## src/rtl/jnw_atr_pkg.sv

```systemverilog
// Shared types and constants for the JNWATR oscillator readout blocks.
`timescale 1ns/1ps
package jnw_atr_pkg;

  typedef enum logic [1:0] {
    ATR_IDLE,
    ATR_SETTLE,
    ATR_COUNT,
    ATR_DONE
  } atr_cnt_state_t;

  localparam int ATR_SYNC_STAGES_MIN = 2;

endpackage

```

## src/rtl/jnw_atr_sync.sv

```systemverilog
// Flop-chain synchronizer for a single asynchronous bit; latency STAGES clk cycles, no backpressure.
// Depth is never allowed below the metastability minimum.
`timescale 1ns/1ps
module jnw_atr_sync
  import jnw_atr_pkg::*;
#(
  parameter int STAGES = ATR_SYNC_STAGES_MIN
) (
  input  logic clk,
  input  logic reset,
  input  logic d,
  output logic q
);

  localparam int N = (STAGES < ATR_SYNC_STAGES_MIN) ? ATR_SYNC_STAGES_MIN : STAGES;

  logic [N-1:0] chain;

  always_ff @(posedge clk or posedge reset) begin
    if (reset) chain <= '0;
    else       chain <= {chain[N-2:0], d};
  end

  assign q = chain[N-1];

endmodule

```

## src/rtl/jnw_atr_osc_counter.sv

```systemverilog
// Gated edge counter for the analog oscillator: enable, settle, count over a fixed window, hand off.
// Result appears SETTLE_CYCLES+GATE_CYCLES after start; held in DONE until ready (valid/ready handshake).
`timescale 1ns/1ps
module jnw_atr_osc_counter
  import jnw_atr_pkg::*;
#(
  parameter int CNT_W         = 16,
  parameter int GATE_CYCLES   = 1024,
  parameter int SETTLE_CYCLES = 64,
  parameter int SYNC_STAGES   = 2
) (
  input  logic             clk,
  input  logic             reset,
  input  logic             start,
  input  logic             osc_in,
  output logic             osc_en,
  output logic             busy,
  output logic [CNT_W-1:0] result,
  output logic             overflow,
  output logic             valid,
  input  logic             ready
);

  localparam int TMR_MAX = (GATE_CYCLES > SETTLE_CYCLES) ? GATE_CYCLES : SETTLE_CYCLES;
  localparam int TMR_W   = $clog2(TMR_MAX + 1);
  localparam logic [TMR_W-1:0] GATE_LD   = TMR_W'(GATE_CYCLES - 1);
  localparam logic [TMR_W-1:0] SETTLE_LD = (SETTLE_CYCLES > 0) ? TMR_W'(SETTLE_CYCLES - 1) : '0;

  atr_cnt_state_t   state_q, state_d;
  logic             sync_q, prev_q, rise;
  logic [TMR_W-1:0] timer_q;
  logic             tmr_done;
  logic [CNT_W-1:0] cnt_q, cnt_inc;
  logic             ovf_q, ovf_inc;

  jnw_atr_sync #(.STAGES(SYNC_STAGES)) u_sync (
    .clk   (clk),
    .reset (reset),
    .d     (osc_in),
    .q     (sync_q)
  );

  assign rise     = sync_q & ~prev_q;
  assign tmr_done = (timer_q == '0);

  always_ff @(posedge clk or posedge reset) begin
    if (reset) state_q <= ATR_IDLE;
    else       state_q <= state_d;
  end

  always_comb begin
    state_d = state_q;
    case (state_q)
      ATR_IDLE:   if (start) state_d = (SETTLE_CYCLES == 0) ? ATR_COUNT : ATR_SETTLE;
      ATR_SETTLE: if (tmr_done) state_d = ATR_COUNT;
      ATR_COUNT:  if (tmr_done) state_d = ATR_DONE;
      ATR_DONE:   if (ready) state_d = ATR_IDLE;
      default:    state_d = ATR_IDLE;
    endcase
  end

  // Saturating increment; the final-cycle edge is folded in before the result load.
  always_comb begin
    cnt_inc = cnt_q;
    ovf_inc = ovf_q;
    if (state_q == ATR_COUNT && rise) begin
      if (cnt_q == '1) ovf_inc = 1'b1;
      else             cnt_inc = cnt_q + CNT_W'(1);
    end
  end

  always_ff @(posedge clk or posedge reset) begin
    if (reset) begin
      prev_q   <= 1'b0;
      timer_q  <= '0;
      cnt_q    <= '0;
      ovf_q    <= 1'b0;
      osc_en   <= 1'b0;
      busy     <= 1'b0;
      valid    <= 1'b0;
      result   <= '0;
      overflow <= 1'b0;
    end else begin
      prev_q <= sync_q;
      case (state_q)
        ATR_IDLE: begin
          if (start) begin
            cnt_q   <= '0;
            ovf_q   <= 1'b0;
            osc_en  <= 1'b1;
            busy    <= 1'b1;
            timer_q <= (SETTLE_CYCLES == 0) ? GATE_LD : SETTLE_LD;
          end
        end
        ATR_SETTLE: begin
          if (tmr_done) timer_q <= GATE_LD;
          else          timer_q <= timer_q - TMR_W'(1);
        end
        ATR_COUNT: begin
          cnt_q <= cnt_inc;
          ovf_q <= ovf_inc;
          if (tmr_done) begin
            timer_q  <= '0;
            result   <= cnt_inc;
            overflow <= ovf_inc;
            valid    <= 1'b1;
            busy     <= 1'b0;
            osc_en   <= 1'b0;
          end else begin
            timer_q <= timer_q - TMR_W'(1);
          end
        end
        ATR_DONE: begin
          if (ready) begin
            valid   <= 1'b0;
            timer_q <= '0;
          end
        end
        default: ;
      endcase
    end
  end

endmodule
```

## config.mk

```make
export PLATFORM = sky130hd
export DESIGN_NAME = jnw_atr_osc_counter
export DESIGN_NICKNAME = d
export VERILOG_FILES = /design/src/rtl/jnw_atr_pkg.sv /design/src/rtl/jnw_atr_sync.sv /design/src/rtl/jnw_atr_osc_counter.sv
export SDC_FILE = /design/constraint.sdc
export NUM_CORES = 1
export LEC_CHECK = 0
export CORE_ASPECT_RATIO = 1.75
export CORE_MARGIN = 3
export CORE_UTILIZATION = 57
export CTS_CLUSTER_SIZE = 28
export DETAILED_ROUTE_END_ITERATION = 10
export DONT_BUFFER_PORTS = 1
export PLACE_DENSITY = 0.83
export SLEW_MARGIN = 20
export SYNTH_ARGS = -nofsm -noshare
export SYNTH_HDL_FRONTEND = slang
export SYNTH_SLANG_ARGS = --single-unit
```

## constraint.sdc

```tcl
create_clock -name clk -period 2.1 [get_ports clk]
set_input_delay 0.315 -clock clk [delete_from_list [all_inputs] [get_ports clk]]
set_output_delay 0.315 -clock clk [all_outputs]
set_load 0.05 [all_outputs]
```

# Word level (Yosys, flattened, before mapping)
# Index checks and enable logic that the tools add are counted.
# word_totals
ff_bits,52
wordCells,57
output_inout_bits,20
inputBits,5
# op_classes
n_reduce_logical,11
bitwise_logic,2
eq_ne,8
mux,24
add_sub_neg,2
# ops
operator,count
16-bit two-way mux,3
11-bit two-way mux,4
11-bit one-hot mux with 4 select lines,1
16-bit one-hot mux with 2 select lines,1
16-bit by 1-bit adder with 16-bit output (second input constant),1
16-bit equality test (second input constant),1
11-bit zero test,1
11-bit by 1-bit subtractor with 11-bit output (second input constant),1
2-bit two-way mux,4
2-bit != test (second input constant),4
2-bit one-hot mux with 4 select lines,1
1-bit two-way mux,7
1-bit one-hot mux with 2 select lines,3
2-bit AND reduction,3
3-bit AND reduction,2
2-bit equality test (second input constant),2
4-bit AND reduction,1
2-bit nonzero test,2
2-bit by 1-bit equality test with 1-bit output (second input constant),1
2-bit zero test,1
1-bit AND,1
1-bit logical AND,1
1-bit inverter,1

# Longest topological paths before layout
# logic_depth
depth_word,5
ltp_mapped,8
ltp_nobuf,7

# Cells and area by module
# Synthesis repeated with hierarchy kept, for this count alone.
# hier_totals
cells_unflattened,318
area_unflattened_um2,2934.1
# by_module_without_submodules
module,area_each_um2,cells_per_inst,n_inst
jnw_atr_osc_counter,2880.3,315,1
jnw_atr_sync,53.8,3,1

# Worst setup path before layout
# No wires, ideal clock.
# synth_path
kind,reg2reg
startpoint,reg cnt_q[0]
endpoint,reg cnt_q[0]
slack_ns,0.048
stages_incl_launch_ff,9
n_path_buf,2
t_arrival_ns,1.934
cell_sequence,dfrtp_1 -> ha_1 -> nand4_4 -> or4_4 -> buf_6 -> and2_4 -> buf_6 -> nor3b_1 -> a21o_1
# synth_between
elab_chain_len,4
word_cells_on_any_way,5
classes_between,add/sub (1); eq/ne (1); mux (3)
# synth_rtl
item,line,source
"start, declared",jnw_atr_osc_counter.sv:33,"logic [CNT_W-1:0] cnt_q, cnt_inc;"
"start signal, assigned",jnw_atr_osc_counter.sv:100,cnt_q <= cnt_inc;
16-bit by 1-bit adder with 16-bit output or 16-bit equality test (tied branches),"jnw_atr_osc_counter.sv:68, jnw_atr_osc_counter.sv:67",
16-bit two-way mux,jnw_atr_osc_counter.sv:67,if (cnt_q == '1) ovf_inc = 1'b1;
16-bit two-way mux *,jnw_atr_osc_counter.sv:66,if (state_q == ATR_COUNT && rise) begin
16-bit one-hot mux with 2 select lines *,jnw_atr_osc_counter.sv:85,case (state_q)
# Every way passes the cells marked *; elsewhere a longest branch is shown, timed or not.
# A chain may end at the register's enable or synchronous reset.

# Worst setup path after layout
# layout_path
startpoint,reg cnt_q[1]
endpoint,reg result[14]
# layout_between
elab_chain_len,3
word_cells_on_any_way,4
classes_between,add/sub (1); eq/ne (1); mux (2)
# layout_rtl
item,line,source
16-bit by 1-bit adder with 16-bit output or 16-bit equality test (tied branches),"jnw_atr_osc_counter.sv:68, jnw_atr_osc_counter.sv:67",
16-bit two-way mux *,jnw_atr_osc_counter.sv:67,
16-bit two-way mux *,jnw_atr_osc_counter.sv:66,
"end signal, assigned",jnw_atr_osc_counter.sv:104,result <= cnt_inc;
"end, declared",jnw_atr_osc_counter.sv:18,"output logic [CNT_W-1:0] result,"
# Marks and branches as above.

==> flow_summary.toml <==
[detailed_routing]
via_per_inst = 6.385
route.detailed.drc = 0
drt-wirelength-per-cell_um = 17.16
drt_iter0_drc = 84
drt_wl_total_um = 6502
drtAntennaViolNets = 0
drtPass1Iterations = 4
vias = 2420

[die]
coreArea_mm2 = 0.004790
rows = 33
pin_count = 25
dieWidth_um = 59.71
start_util = 0.6008
die_area_mm2 = 0.005971
dieHeight_um = 100.0

[power_and_ir_drop]
power_density_mw_per_mm2 = 1181
pwr-share-clk = 0.181
p_seq_frac = 0.381
switching_share = 0.4214
p_sw_mw = 1.585
p_int_mw = 2.176
power.total_mw = 3.761
p_leak_nw = 1.423
combPwrFrac = 0.438
peakVddDrop_uv = 852.7

[grt]
grt_max_degree = 29
gr-total-overflow = 0
grt_pass1_vias = 2442
grt_pass1_wl_um = 11100
antenna_found_initial = 0
grt_use_total = 0.2398

[timing]
fmax_mhz = 481.3
slew-limit-headroom = 0.6241
fin_ws_ns = 0.02234
fin_crit_sh = 0.9894
rsz0062_at_grt = "true"
tightest_slew_ns = 0.5630
finClkSkew_ns = 0.006777
finalCriticalPeriod_ns = 2.078
hold_viol = 0
setup_viol = 0
fin_setup_tns_ns = 0
report.final.slew_viol_count = 0

[cells_and_area]
stdcell_area_mm2 = 0.003183
final_layout_size_suffix_gt1_frac = 0.1346
instances_no_fill = 379
fin_nets = 338
area_delta_synth_final_pct = 10.61
diodes = 0

[placed_design]
dpl.cell_count = 370
placed_area_mm2 = 0.003030
dp_slack_ns = 0.05733
dpl.hpwl_um = 4767
numPortBuffers = 0
gp_congestion = 0.8853

[synth]
synth_area_leaders = "dfrtp_1 (45%), o21ai_0 (4.7%), nand2_1 (4.3%)"
ys_seq_elements = 52
synthDistinctLibCells = 56
synth_warnings = 0
yosysMostFrequentCell = "dfrtp_1"
synth_top_area_frac = 0.4522
synth_commonest_cells = "dfrtp_1 (52), nand2_1 (33), o21ai_0 (27)"
synth-async-reset-ratio = 1.000
syn_inst = 311
synthesis.area_mm2 = 0.002878
synth_nets = 323
synth_flop_cell = "dfrtp_1"
synth-edff-count = 0
yosys.area.top_type = "dfrtp_1"
avgSynthCellArea_um2 = 9.253
seq_area_frac_synth = 0.4522

[setup_path]
startpoint_type = "flop"
crit_required_ns = 2.30
crit_type = "reg2reg"
crit_path_end_kind = "flop"
crit_arrival_ns = 2.27
path_max_fanout = 6

[clock_tree]
clockBufferDepth = 2
cts.clk_slew.worst_paths_ns = 0.09
post_cts_buffers = 0
clk_latency_ns = 0.31
cts_buffers = 5
htreeDepth = 2
root_buffer = "clkbuf_8"
cts_tree = "done"
clock-sinks = 52

[outcome]
status = "finished clean"

[run]
cap_violations = 0

[min_path]
hold_class = "in2reg"
## repair_timing
item                                    in CTS  in global routing
hold buffers                                 1                  0
endpoints found under the setup margin       0                  9
resized for setup                            0                  9
endpoints found under the hold margin       24                  0
## cell type report
| type | instances | area, um2 |
|---|---|---|
| clock buffer | 6 | 72.57 |
| clock inverter | 2 | 35.03 |
| sequential | 52 | 1301 |
| timing repair buffer | 23 | 203.9 |
| multi-input combinational | 229 | 1449 |
| fill | 383 | 1607 |
| tap | 52 | 65.06 |
| inverter | 15 | 56.30 |
## routing by layer
metal | share of wire | GRT usage
met5 | 0 | 0
met4 | 0.035 | 0.1212
met3 | 0.032 | 0.03475
met2 | 0.55 | 0.4217
met1 | 0.38 | 0.2697
## cells by family (layout without fill, tap and decap cells)
| kind of cell | after synthesis | count (layout) | synth area share |
|---|---|---|---|
| AO/OA/AOI/OAI | 98 | 98 | 0.2174 |
| buffers and inverters | 30 | 46 | 0.05521 |
| flip-flops | 52 | 52 | 0.4522 |
| AND/OR/NAND/NOR | 109 | 109 | 0.1965 |
| XOR/XNOR | 11 | 11 | 0.03348 |
| multiplexers | 4 | 4 | 0.01478 |
| adder cells (fa/ha/maj) | 7 | 7 | 0.03043 |
## flip-flops by register name (all words and copies together), names as in the netlist
signal	cells
overflow	1
result	16
u_sync.chain	2
busy	1
valid	1
timer_q	11
ovf_q	1
state_q	2
prev_q	1
cnt_q	16
## critical path: stages, from the launching register on
cell     delay, ns
dfrtp_1       0.44
ha_1          0.25
nand4_4       0.12
buf_4         0.19
nor3_1        0.31
nand4_1       0.22
xnor2_1       0.19
o31a_1        0.24
## cells in the final DEF (no fill, tap or decap), drive strengths merged, types with 3 or more instances in the layout
cell type,instances
nand3,8
xnor2,8
a31oi,6
buf,22
o21a,4
clkbuf,6
xor2,3
inv,15
nor2,20
nand4,11
nand2,33
nor3,9
a21o,5
nand2b,4
and3,6
a22o,3
dfrtp,52
a211oi,3
o31ai,4
a21oi,22
o21ai,33
ha,7
or3,3
nor4,4
## final timing paths
check | startpoint | to | slack (ns) | cells past startpoint
max in group asynchronous | reset | state_q[0]$_DFFE_PP0P_ | 1.05 | 3
max | cnt_q[1]$_DFFE_PP0P_ | result[14]$_DFFE_PP0P_ | 0.02 | 7
min | osc_in | u_sync.chain[0]$_DFF_PP0_ | 0.03 | 0
max reg2reg | cnt_q[1]$_DFFE_PP0P_ | result[14]$_DFFE_PP0P_ | 0.02 | 7
min in group asynchronous | reset | timer_q[8]$_DFFE_PP0P_ | 0.51 | 2
min reg2reg | u_sync.chain[0]$_DFF_PP0_ | u_sync.chain[1]$_DFF_PP0_ | 0.37 | 0
## power groups by stage
stage	logic (mW)	clock network, mW	registers, mW
finish	1.65	0.681	1.43
global placement	1.53	0	1.44
floorplan	1.12	0	1.43
detailed placement	1.59	0	1.44
CTS	1.60	0.694	1.43
global route	1.84	0.732	1.45
## per-stage QoR
stage,hold WS [ns],utilization
6_report,0.03142,0.6646
5_1_grt,0.01678,0.6646
4_1_cts,0.02363,0.6573
3_5_place_dp,0.2772,0.6327
3_3_place_gp,0.2753,0.6327
2_1_floorplan,0.3312,-
No activity file was read; power rests on OpenSTA's default activity.
